### config.mk
export PLATFORM = sky130hd
export DESIGN_NAME = coherence_bus_arbiter
export DESIGN_NICKNAME = d
export VERILOG_FILES = /design/src/rtl/coh_bus_pkg.sv /design/src/rtl/rr_arbiter_2.sv /design/src/rtl/coherence_bus_arbiter.sv
export SDC_FILE = /design/constraint.sdc
export NUM_CORES = 1
export LEC_CHECK = 0
export ABC_CLOCK_PERIOD_IN_PS = 3600
export BUFFER_PORTS_ARGS = -buffer_cell sky130_fd_sc_hd__buf_2
export CAP_MARGIN = 20
export CORE_MARGIN = 2
export CORE_UTILIZATION = 45
export DETAILED_ROUTE_END_ITERATION = 12
export GPL_TIMING_DRIVEN = 1
export PLACE_DENSITY = 0.79
export REMOVE_ABC_BUFFERS = 1
export SETUP_SLACK_MARGIN = 0.2
export SLEW_MARGIN = 20
export SYNTH_ARGS = -nofsm -noshare
export SYNTH_HDL_FRONTEND = slang
export SYNTH_HIERARCHICAL = 1
export SYNTH_SLANG_ARGS = --single-unit
### constraint.sdc
create_clock -name clk -period 3.6 [get_ports clk]
set_clock_uncertainty 0.15 [all_clocks]
set_input_delay 0.54 -clock clk [delete_from_list [all_inputs] [get_ports clk]]
set_output_delay 0.54 -clock clk [all_outputs]
set_load 0.005 [all_outputs]
### src/rtl/coh_bus_pkg.sv
// -----------------------------------------------------------------------------
// coh_bus_pkg
//   Shared definitions for the two-core snooping coherence bus arbiter:
//   FSM state encoding, bus operation codes and the default widths and
//   timeout used by the top level.
// -----------------------------------------------------------------------------
package coh_bus_pkg;

   localparam int DATA_WIDTH_DEF = 32;
   localparam int ADDR_WIDTH_DEF = 15;
   localparam int L2_TIMEOUT_DEF = 255;

   typedef enum logic [2:0] {
      ST_IDLE    = 3'd0,
      ST_SNOOP   = 3'd1,
      ST_COLLECT = 3'd2,
      ST_L2_WAIT = 3'd3,
      ST_RESP    = 3'd4
   } state_e;

   typedef enum logic {
      BUS_RD  = 1'b0,
      BUS_RDX = 1'b1
   } bus_op_e;

   // Index of the core that is not the requester (two-core system).
   function automatic logic other_core(input logic idx);
      return ~idx;
   endfunction

endpackage

### src/rtl/rr_arbiter_2.sv
// -----------------------------------------------------------------------------
// rr_arbiter_2
//   Two-way round-robin arbiter. Grant is combinational from the request
//   vector and the priority pointer; the pointer is registered and moves to
//   the other core whenever a grant is accepted.
//
// Ports
//   clk        clock
//   rst        synchronous active-high reset (pointer -> core 0)
//   req_i      request per core
//   accept_i   the current grant is taken this cycle
//   gnt_o      one-hot grant
//   gnt_idx_o  index of the granted core (valid when gnt_o != 0)
// -----------------------------------------------------------------------------
module rr_arbiter_2 (
   input  logic       clk,
   input  logic       rst,
   input  logic [1:0] req_i,
   input  logic       accept_i,
   output logic [1:0] gnt_o,
   output logic       gnt_idx_o
);

   logic ptr_q;
   logic ptr_d;

   always_comb begin
      gnt_o     = 2'b00;
      gnt_idx_o = 1'b0;
      if (ptr_q == 1'b0) begin
         if (req_i[0]) begin
            gnt_o     = 2'b01;
            gnt_idx_o = 1'b0;
         end else if (req_i[1]) begin
            gnt_o     = 2'b10;
            gnt_idx_o = 1'b1;
         end
      end else begin
         if (req_i[1]) begin
            gnt_o     = 2'b10;
            gnt_idx_o = 1'b1;
         end else if (req_i[0]) begin
            gnt_o     = 2'b01;
            gnt_idx_o = 1'b0;
         end
      end
   end

   // After a grant, the other core gets priority next time.
   always_comb begin
      ptr_d = ptr_q;
      if (accept_i && (req_i != 2'b00)) begin
         ptr_d = ~gnt_idx_o;
      end
   end

   always_ff @(posedge clk) begin
      if (rst) begin
         ptr_q <= 1'b0;
      end else begin
         ptr_q <= ptr_d;
      end
   end

endmodule

### src/rtl/coherence_bus_arbiter.sv
// -----------------------------------------------------------------------------
// coherence_bus_arbiter
//   Serialises BusRd / BusRdX requests from two cores onto a snooping bus.
//   One transaction at a time: arbitrate, broadcast a snoop, collect replies,
//   fill either from the other core (cache-to-cache) or from L2, then return
//   a one-cycle response to the requester. An L2 that does not answer within
//   L2_TIMEOUT cycles produces an error response with zero data.
//
// Ports
//   clk, rst                 clock, synchronous active-high reset
//   req_rd, req_rdx          per-core BusRd / BusRdX requests (level)
//   req_addr0, req_addr1     request line address of core 0 / core 1
//   grant                    one-hot, held for the whole transaction
//   snoop_valid/rdx/addr     one-cycle snoop broadcast
//   snoop_hit/supply/data    snoop replies, valid the cycle after snoop_valid
//   l2_busRd, l2_busRdX      one-cycle L2 request pulses
//   l2_addr                  L2 address, held until L2 responds
//   l2_supply, l2_rdata      L2 data return
//   resp_valid/data/shared/err  one-cycle response to the requester
// -----------------------------------------------------------------------------
module coherence_bus_arbiter
   import coh_bus_pkg::*;
#(
   parameter int DATA_WIDTH = DATA_WIDTH_DEF,
   parameter int ADDR_WIDTH = ADDR_WIDTH_DEF,
   parameter int L2_TIMEOUT = L2_TIMEOUT_DEF
) (
   input  logic                  clk,
   input  logic                  rst,
   input  logic [1:0]            req_rd,
   input  logic [1:0]            req_rdx,
   input  logic [ADDR_WIDTH-1:0] req_addr0,
   input  logic [ADDR_WIDTH-1:0] req_addr1,
   output logic [1:0]            grant,
   output logic                  snoop_valid,
   output logic                  snoop_rdx,
   output logic [ADDR_WIDTH-1:0] snoop_addr,
   input  logic [1:0]            snoop_hit,
   input  logic [1:0]            snoop_supply,
   input  logic [DATA_WIDTH-1:0] snoop_data,
   output logic                  l2_busRd,
   output logic                  l2_busRdX,
   output logic [ADDR_WIDTH-1:0] l2_addr,
   input  logic                  l2_supply,
   input  logic [DATA_WIDTH-1:0] l2_rdata,
   output logic [1:0]            resp_valid,
   output logic [DATA_WIDTH-1:0] resp_data,
   output logic                  resp_shared,
   output logic                  resp_err
);

   localparam int CNT_W = $clog2(L2_TIMEOUT + 1);

   // Control state
   state_e           state_q,  state_d;
   logic [1:0]       grant_q,  grant_d;
   logic [CNT_W-1:0] cnt_q,    cnt_d;
   logic             shared_q, shared_d;
   logic             err_q,    err_d;

   // Transaction payload
   logic                  idx_q,  idx_d;
   bus_op_e               op_q,   op_d;
   logic [ADDR_WIDTH-1:0] addr_q, addr_d;
   logic [DATA_WIDTH-1:0] data_q, data_d;

   logic [1:0] req_any;
   logic [1:0] arb_gnt;
   logic       arb_idx;
   logic       oth;

   assign req_any = req_rd | req_rdx;
   assign oth     = other_core(idx_q);

   rr_arbiter_2 u_arb (
      .clk       (clk),
      .rst       (rst),
      .req_i     (req_any),
      .accept_i  (state_q == ST_IDLE),
      .gnt_o     (arb_gnt),
      .gnt_idx_o (arb_idx)
   );

   always_comb begin
      state_d  = state_q;
      grant_d  = grant_q;
      cnt_d    = cnt_q;
      shared_d = shared_q;
      err_d    = err_q;
      idx_d    = idx_q;
      op_d     = op_q;
      addr_d   = addr_q;
      data_d   = data_q;

      grant       = 2'b00;
      snoop_valid = 1'b0;
      snoop_rdx   = 1'b0;
      snoop_addr  = '0;
      l2_busRd    = 1'b0;
      l2_busRdX   = 1'b0;
      l2_addr     = '0;
      resp_valid  = 2'b00;
      resp_data   = '0;
      resp_shared = 1'b0;
      resp_err    = 1'b0;

      case (state_q)
         ST_IDLE: begin
            // Grant is visible in the arbitration cycle itself.
            if (req_any != 2'b00) begin
               grant    = arb_gnt;
               grant_d  = arb_gnt;
               idx_d    = arb_idx;
               // rd+rdx together from one core is an RdX.
               op_d     = req_rdx[arb_idx] ? BUS_RDX : BUS_RD;
               addr_d   = arb_idx ? req_addr1 : req_addr0;
               shared_d = 1'b0;
               err_d    = 1'b0;
               cnt_d    = '0;
               state_d  = ST_SNOOP;
            end
         end

         ST_SNOOP: begin
            grant       = grant_q;
            snoop_valid = 1'b1;
            snoop_rdx   = (op_q == BUS_RDX);
            snoop_addr  = addr_q;
            state_d     = ST_COLLECT;
         end

         ST_COLLECT: begin
            // The requester's own reply bits are meaningless and ignored.
            grant    = grant_q;
            shared_d = snoop_hit[oth] && (op_q == BUS_RD);
            if (snoop_supply[oth]) begin
               data_d  = snoop_data;
               state_d = ST_RESP;
            end else begin
               l2_busRd  = (op_q == BUS_RD);
               l2_busRdX = (op_q == BUS_RDX);
               l2_addr   = addr_q;
               cnt_d     = CNT_W'(1);
               state_d   = ST_L2_WAIT;
            end
         end

         ST_L2_WAIT: begin
            grant   = grant_q;
            l2_addr = addr_q;
            if (l2_supply) begin
               data_d  = l2_rdata;
               cnt_d   = '0;
               state_d = ST_RESP;
            end else if (cnt_q == CNT_W'(L2_TIMEOUT)) begin
               err_d   = 1'b1;
               data_d  = '0;
               cnt_d   = '0;
               state_d = ST_RESP;
            end else begin
               cnt_d = cnt_q + CNT_W'(1);
            end
         end

         ST_RESP: begin
            grant       = grant_q;
            resp_valid  = grant_q;
            resp_data   = data_q;
            resp_shared = shared_q;
            resp_err    = err_q;
            grant_d     = 2'b00;
            state_d     = ST_IDLE;
         end

         default: begin
            state_d = ST_IDLE;
            grant_d = 2'b00;
         end
      endcase
   end

   always_ff @(posedge clk) begin
      if (rst) begin
         state_q  <= ST_IDLE;
         grant_q  <= 2'b00;
         cnt_q    <= '0;
         shared_q <= 1'b0;
         err_q    <= 1'b0;
      end else begin
         state_q  <= state_d;
         grant_q  <= grant_d;
         cnt_q    <= cnt_d;
         shared_q <= shared_d;
         err_q    <= err_d;
      end
   end

   // Payload is only observed through state-gated outputs, so no reset.
   always_ff @(posedge clk) begin
      idx_q  <= idx_d;
      op_q   <= op_d;
      addr_q <= addr_d;
      data_q <= data_d;
   end

endmodule

# Word level (Yosys, flattened, before mapping)

Cells that the tools add are included.

Magnitude comparators: 2
Bitwise gates (word level): 5
Reductions and logical operators: 17
Mux-type cells: 52
Eq/ne operators: 11
$add $sub $neg: 1

Operator list:

| operator            | count |
|---|---|
| $mux 32             | 4 |
| $pmux 32 s2         | 1 |
| $mux 15             | 3 |
| $mux 8              | 4 |
| $pmux 15 s2         | 1 |
| $pmux 8 s3          | 1 |
| $mux 1              | 22 |
| $mux 2              | 7 |
| $mux 3              | 4 |
| $pmux 3 s4          | 1 |
| $ne 2x2->1 const B  | 5 |
| $add 8x1->8 const B | 1 |
| $eq 8x8->1 const B  | 1 |
| $pmux 2 s2          | 2 |
| $reduce_and 2->1    | 4 |
| $reduce_bool 2->1   | 4 |
| $eq 3x2->1 const B  | 2 |
| $reduce_and 3->1    | 2 |
| $lt 1x2->1 const B  | 2 |
| $not 1->1           | 4 |
| $pmux 1 s2          | 2 |
| $reduce_and 4->1    | 1 |
| $reduce_or 4->1     | 1 |
| $eq 3x1->1 const B  | 1 |
| other kinds (7)     | 8 |

Bits in registers: 65
Output and inout port bits: 72
Bits of input ports: 105
Logic and storage cells: 98

# Depth between registers and ports, before layout

Word-level depth: 7
Gate-level depth with buffers: 6
Depth with buffers taken out: 5

# Hierarchy

The synthesis kept the hierarchy.

By module, submodules not included:

| module                | area an instance (um2) | sequential area each (um2) | cells each | instances |
|---|---|---|---|---|
| coherence_bus_arbiter | 3458.3                 | 1771.7                     | 351        | 1 |
| rr_arbiter_2          | 72.6                   | 20.0                       | 8          | 1 |

# Least setup slack after synthesis

Ideal clock, no wire load.

Path kind: in2reg
Start point: in l2_supply
End point: reg data_q[0] (enable)
Required time: 3029 ps
Setup slack: 545 ps
Buffers on the path: 1
Arrival: 2484 ps
Setup time: 421 ps
Cell stages on the path: 4
Cells stage by stage: clkbuf_1 and4bb_1 o21a_1 nor2_1

Cells in the longest elaborated chain, start to end: 2

Ends and longest elaborated chain:

| what                       | line                         | text |
|---|---|---|
| start, declared            | coherence_bus_arbiter.sv:44  | `input logic l2_supply,` |
| $ne 3x3->1 (no line)       | n/a                          |  |
| $reduce_and 3->1 (no line) | n/a                          |  |
| end signal, assigned       | coherence_bus_arbiter.sv:203 | `data_q <= data_d;` |
| end, declared              | coherence_bus_arbiter.sv:65  | `logic [DATA_WIDTH-1:0] data_q, data_d;` |

Every way passes these cells.
A chain may end at the register's enable or synchronous reset.

# Final worst setup path

Start point: reg state_q[0]
End point: out l2_addr[11]

Cells in the longest elaborated chain, start to end: 2
Elaborated cells between the ends (all ways): 3
Classes of those cells: eq/ne: 2; mux: 1

Ends and longest elaborated chain:

| what                   | line                         | text |
|---|---|---|
| start, declared        | coherence_bus_arbiter.sv:55  | `state_e state_q, state_d;` |
| start signal, assigned | coherence_bus_arbiter.sv:190 | `state_q <= state_d;` |
| $eq 3x2->1             | coherence_bus_arbiter.sv:107 | `case (state_q)` |
| $pmux 15 s2 *          | coherence_bus_arbiter.sv:107 |  |
| end, declared          | coherence_bus_arbiter.sv:43  | `output logic [ADDR_WIDTH-1:0] l2_addr,` |

Every way passes the cells marked *; elsewhere a longest branch is shown, timed or not.

==> metrics.txt <==
status=complete, no violations; crit share post-route=0.7721; CP Max Fanout=15; worst hold path type=in2reg; Max clock buf depth=2; Pins Over Slew Limit=0; Routed WL=8.563 mm; post-synthesis mux area share=0.06378; CP required=2.91 ns; hpwl dp=6.502 mm; Initial DRT Pass Iterations=4; first-pass GRT wire length=13.55 mm; largest family of logic cells by synthesized area=simple AND/OR/NAND/NOR gates; Peak Freq=359.8 MHz; Post-synth EDFFs=49; vias in the first global route=2931; Final ANT Viol Nets=0; H-tree depth=3; die area=0.008571 mm²; largest area contributor in the netlist=edfxtp_1; top-area cell type share of the netlist area=0.4167; total CTS buffers=9; Synth Area per Inst=9.835 µm²; Synth area leaders=edfxtp_1, and2_1, dfxtp_1; Via-to-Cell Ratio=5.006; slew margin rel.=0.3787; GRT Util Overall=0.1997; RSZ-0062 raised after global routing=no; critical path class=reg2out; area delta synth->final=32.53%; post-synthesis adder-cell area fraction=0.003544; Initial DRC Count=136; fillers=663; library cells used by synthesis=50; Final Hold Vio Count=0; Mapped Area=0.003531 mm²; nets=633; CP max stage delay=0.61 ns; root buffer cell=clkbuf_8; Lkg Pwr=2.174 nW; Max Cap Viol=0; initial antenna violation count=0; CORE AREA=0.007647 mm²; top cells by count, synth=nand2_1, and2_1, edfxtp_1, o21ai_0; Critical Path AT=2.09 ns; Yosys reg bits=65; Worst path slowest cell=dfxtp_1; Peak VDD IR=270.2 µV; total power=2.216 mW; clk sink count=65; clock slew at reported path FFs=0.08 ns; layout cell share with drive strength beyond 1=0.4361; CP Launch Type=flip-flop; most common cell in the netlist=nand2_1; Top Ports=177; largest net degree at the start of global routing=65; Initial Util=0.4617; CTS tree=done; crit-path cells=or3b_4 > nor2_2 > a21oi_2 > nor2b_1 > buf_2; row cnt=32; Routed WL per cell=13.51 µm; Post-Synth XOR/XNOR Area=0; slew of the pin with the lowest slew margin=0.9287 ns; port bufs=176; routed via count=3174; Gate Count Post-Synth=359; Synth Area in Simple Gates=0.2636; Core Util, Final=0.6119; Setup Buffers After CTS=0; Clock Latency Late Sink=0.33 ns; gpl congestion=0.8414; Synth Flop Type=edfxtp_1; die height=92.58 µm; CTS Hold Bufs=0; Final min period=2.779 ns; placed insts=618; Die X=92.58 µm; setup total negative slack=0 ns; post-synthesis compound-gate area fraction=0.1215; final std cells w/o fill=634; Ys Warns=6; ys async rst share=0; Final setup viols=0; Setup crit end kind=primary output; drt drc=0; sequential-to-total area share from yosys stat=0.5074; GR Overflow Total=0; Antenna diodes=0; PwrDens=473.7 mW/mm²; Resized cells post-CTS=0
==> placed cells by master (no fill, tap or decap), types with 4 or more instances in the layout <==
cell type / Yosys / final
o21ai_0: 38 / 38
nor2b_1: 11 / 11
clkbuf_8: 0 / 10
buf_2: 2 / 176
nor2b_2: 4 / 4
nor2_1: 6 / 5
mux2_2: 16 / 16
inv_1: 5 / 5
nor3_1: 11 / 11
and2_1: 53 / 53
buf_4: 4 / 5
a21oi_1: 5 / 5
dfxtp_1: 16 / 16
a311oi_1: 5 / 5
edfxtp_1: 49 / 49
nand2_1: 71 / 70
==> through the flow <==
stage | worst slack, ns | area [µm²] | hold WS [ns]
6_report | 0.8205 | 4679 | 0.3281
5_1_grt | 0.5874 | 4679 | 0.3263
4_1_cts | 0.7920 | 4679 | 0.3157
3_5_place_dp | 1.150 | 4474 | 0.3303
3_3_place_gp | 1.190 | 4474 | 0.3164
2_1_floorplan | 0.2491 | 3408 | 0.2924
==> per-layer routing <==
metal / routed length [µm] / GRT usage / vias up
li1: - / - / 1582
met1: 3332 / 0.2273 / 1445
met2: 4238 / 0.3485 / 140
met3: 893 / 0.06998 / 7
met4: 99 / 0.06716 / 0
met5: 0 / 0 / -
==> path summary, 6_finish.rpt <==
| kind | from | endpoint | slack, ns | cells past startpoint |
|---|---|---|---|---|
| setup / recovery | state_q[0]$_SDFFE_PP0P_ | l2_addr[11] | 0.82 | 5 |
| hold reg to reg | cnt_q[7]$_SDFFE_PP0P_ | cnt_q[7]$_SDFFE_PP0P_ | 0.34 | 1 |
| hold / removal | snoop_data[30] | data_q[30]$_DFFE_PP_ | 0.33 | 3 |
| setup reg to reg | state_q[0]$_SDFFE_PP0P_ | shared_q$_SDFFE_PP0P_ | 1.32 | 4 |
==> cell type report <==
class / count / area [µm²] / area share
flip-flops and latches: 65 / 1792 / 0.3829
repair buffers: 181 / 918.4 / 0.1963
inverters: 5 / 18.77 / 0.004011
clock buffers: 10 / 137.6 / 0.02941
well taps: 102 / 127.6 / 0.02727
clock inverters: 6 / 67.56 / 0.01444
multi-input cells: 265 / 1618 / 0.3457
==> worst max-delay path: cells and delay by family, from the launching register on <==
kind	cells	cell delay (ns)
AO/OA/AOI/OAI	1	0.56
AND/OR/NAND/NOR	3	0.44
flip-flops	1	0.61
buffers and inverters	1	0.16
==> registers in the layout, indices dropped and copies added (netlist names) <==
signal / count
data_q: 32
state_q: 3
shared_q: 1
idx_q: 1
op_q: 1
err_q: 1
grant_q: 2
u_arb/ptr_q: 1
addr_q: 15
cnt_q: 8
==> kinds of logic after synthesis <==
| logic type | count (synthesis) |
|---|---|
| AND/OR/NAND/NOR | 176 |
| buffers and inverters | 29 |
| flip-flops | 65 |
| adder cells (fa/ha/maj) | 1 |
| multiplexers | 20 |
| AO/OA/AOI/OAI | 68 |
==> where the power goes <==
group          internal (mW)  switching, mW
combinational          0.264          0.307
clock                  0.339          0.286
sequential             0.960         0.0599
total                   1.56          0.653
Note: power is estimated with default switching activity, not from simulation.
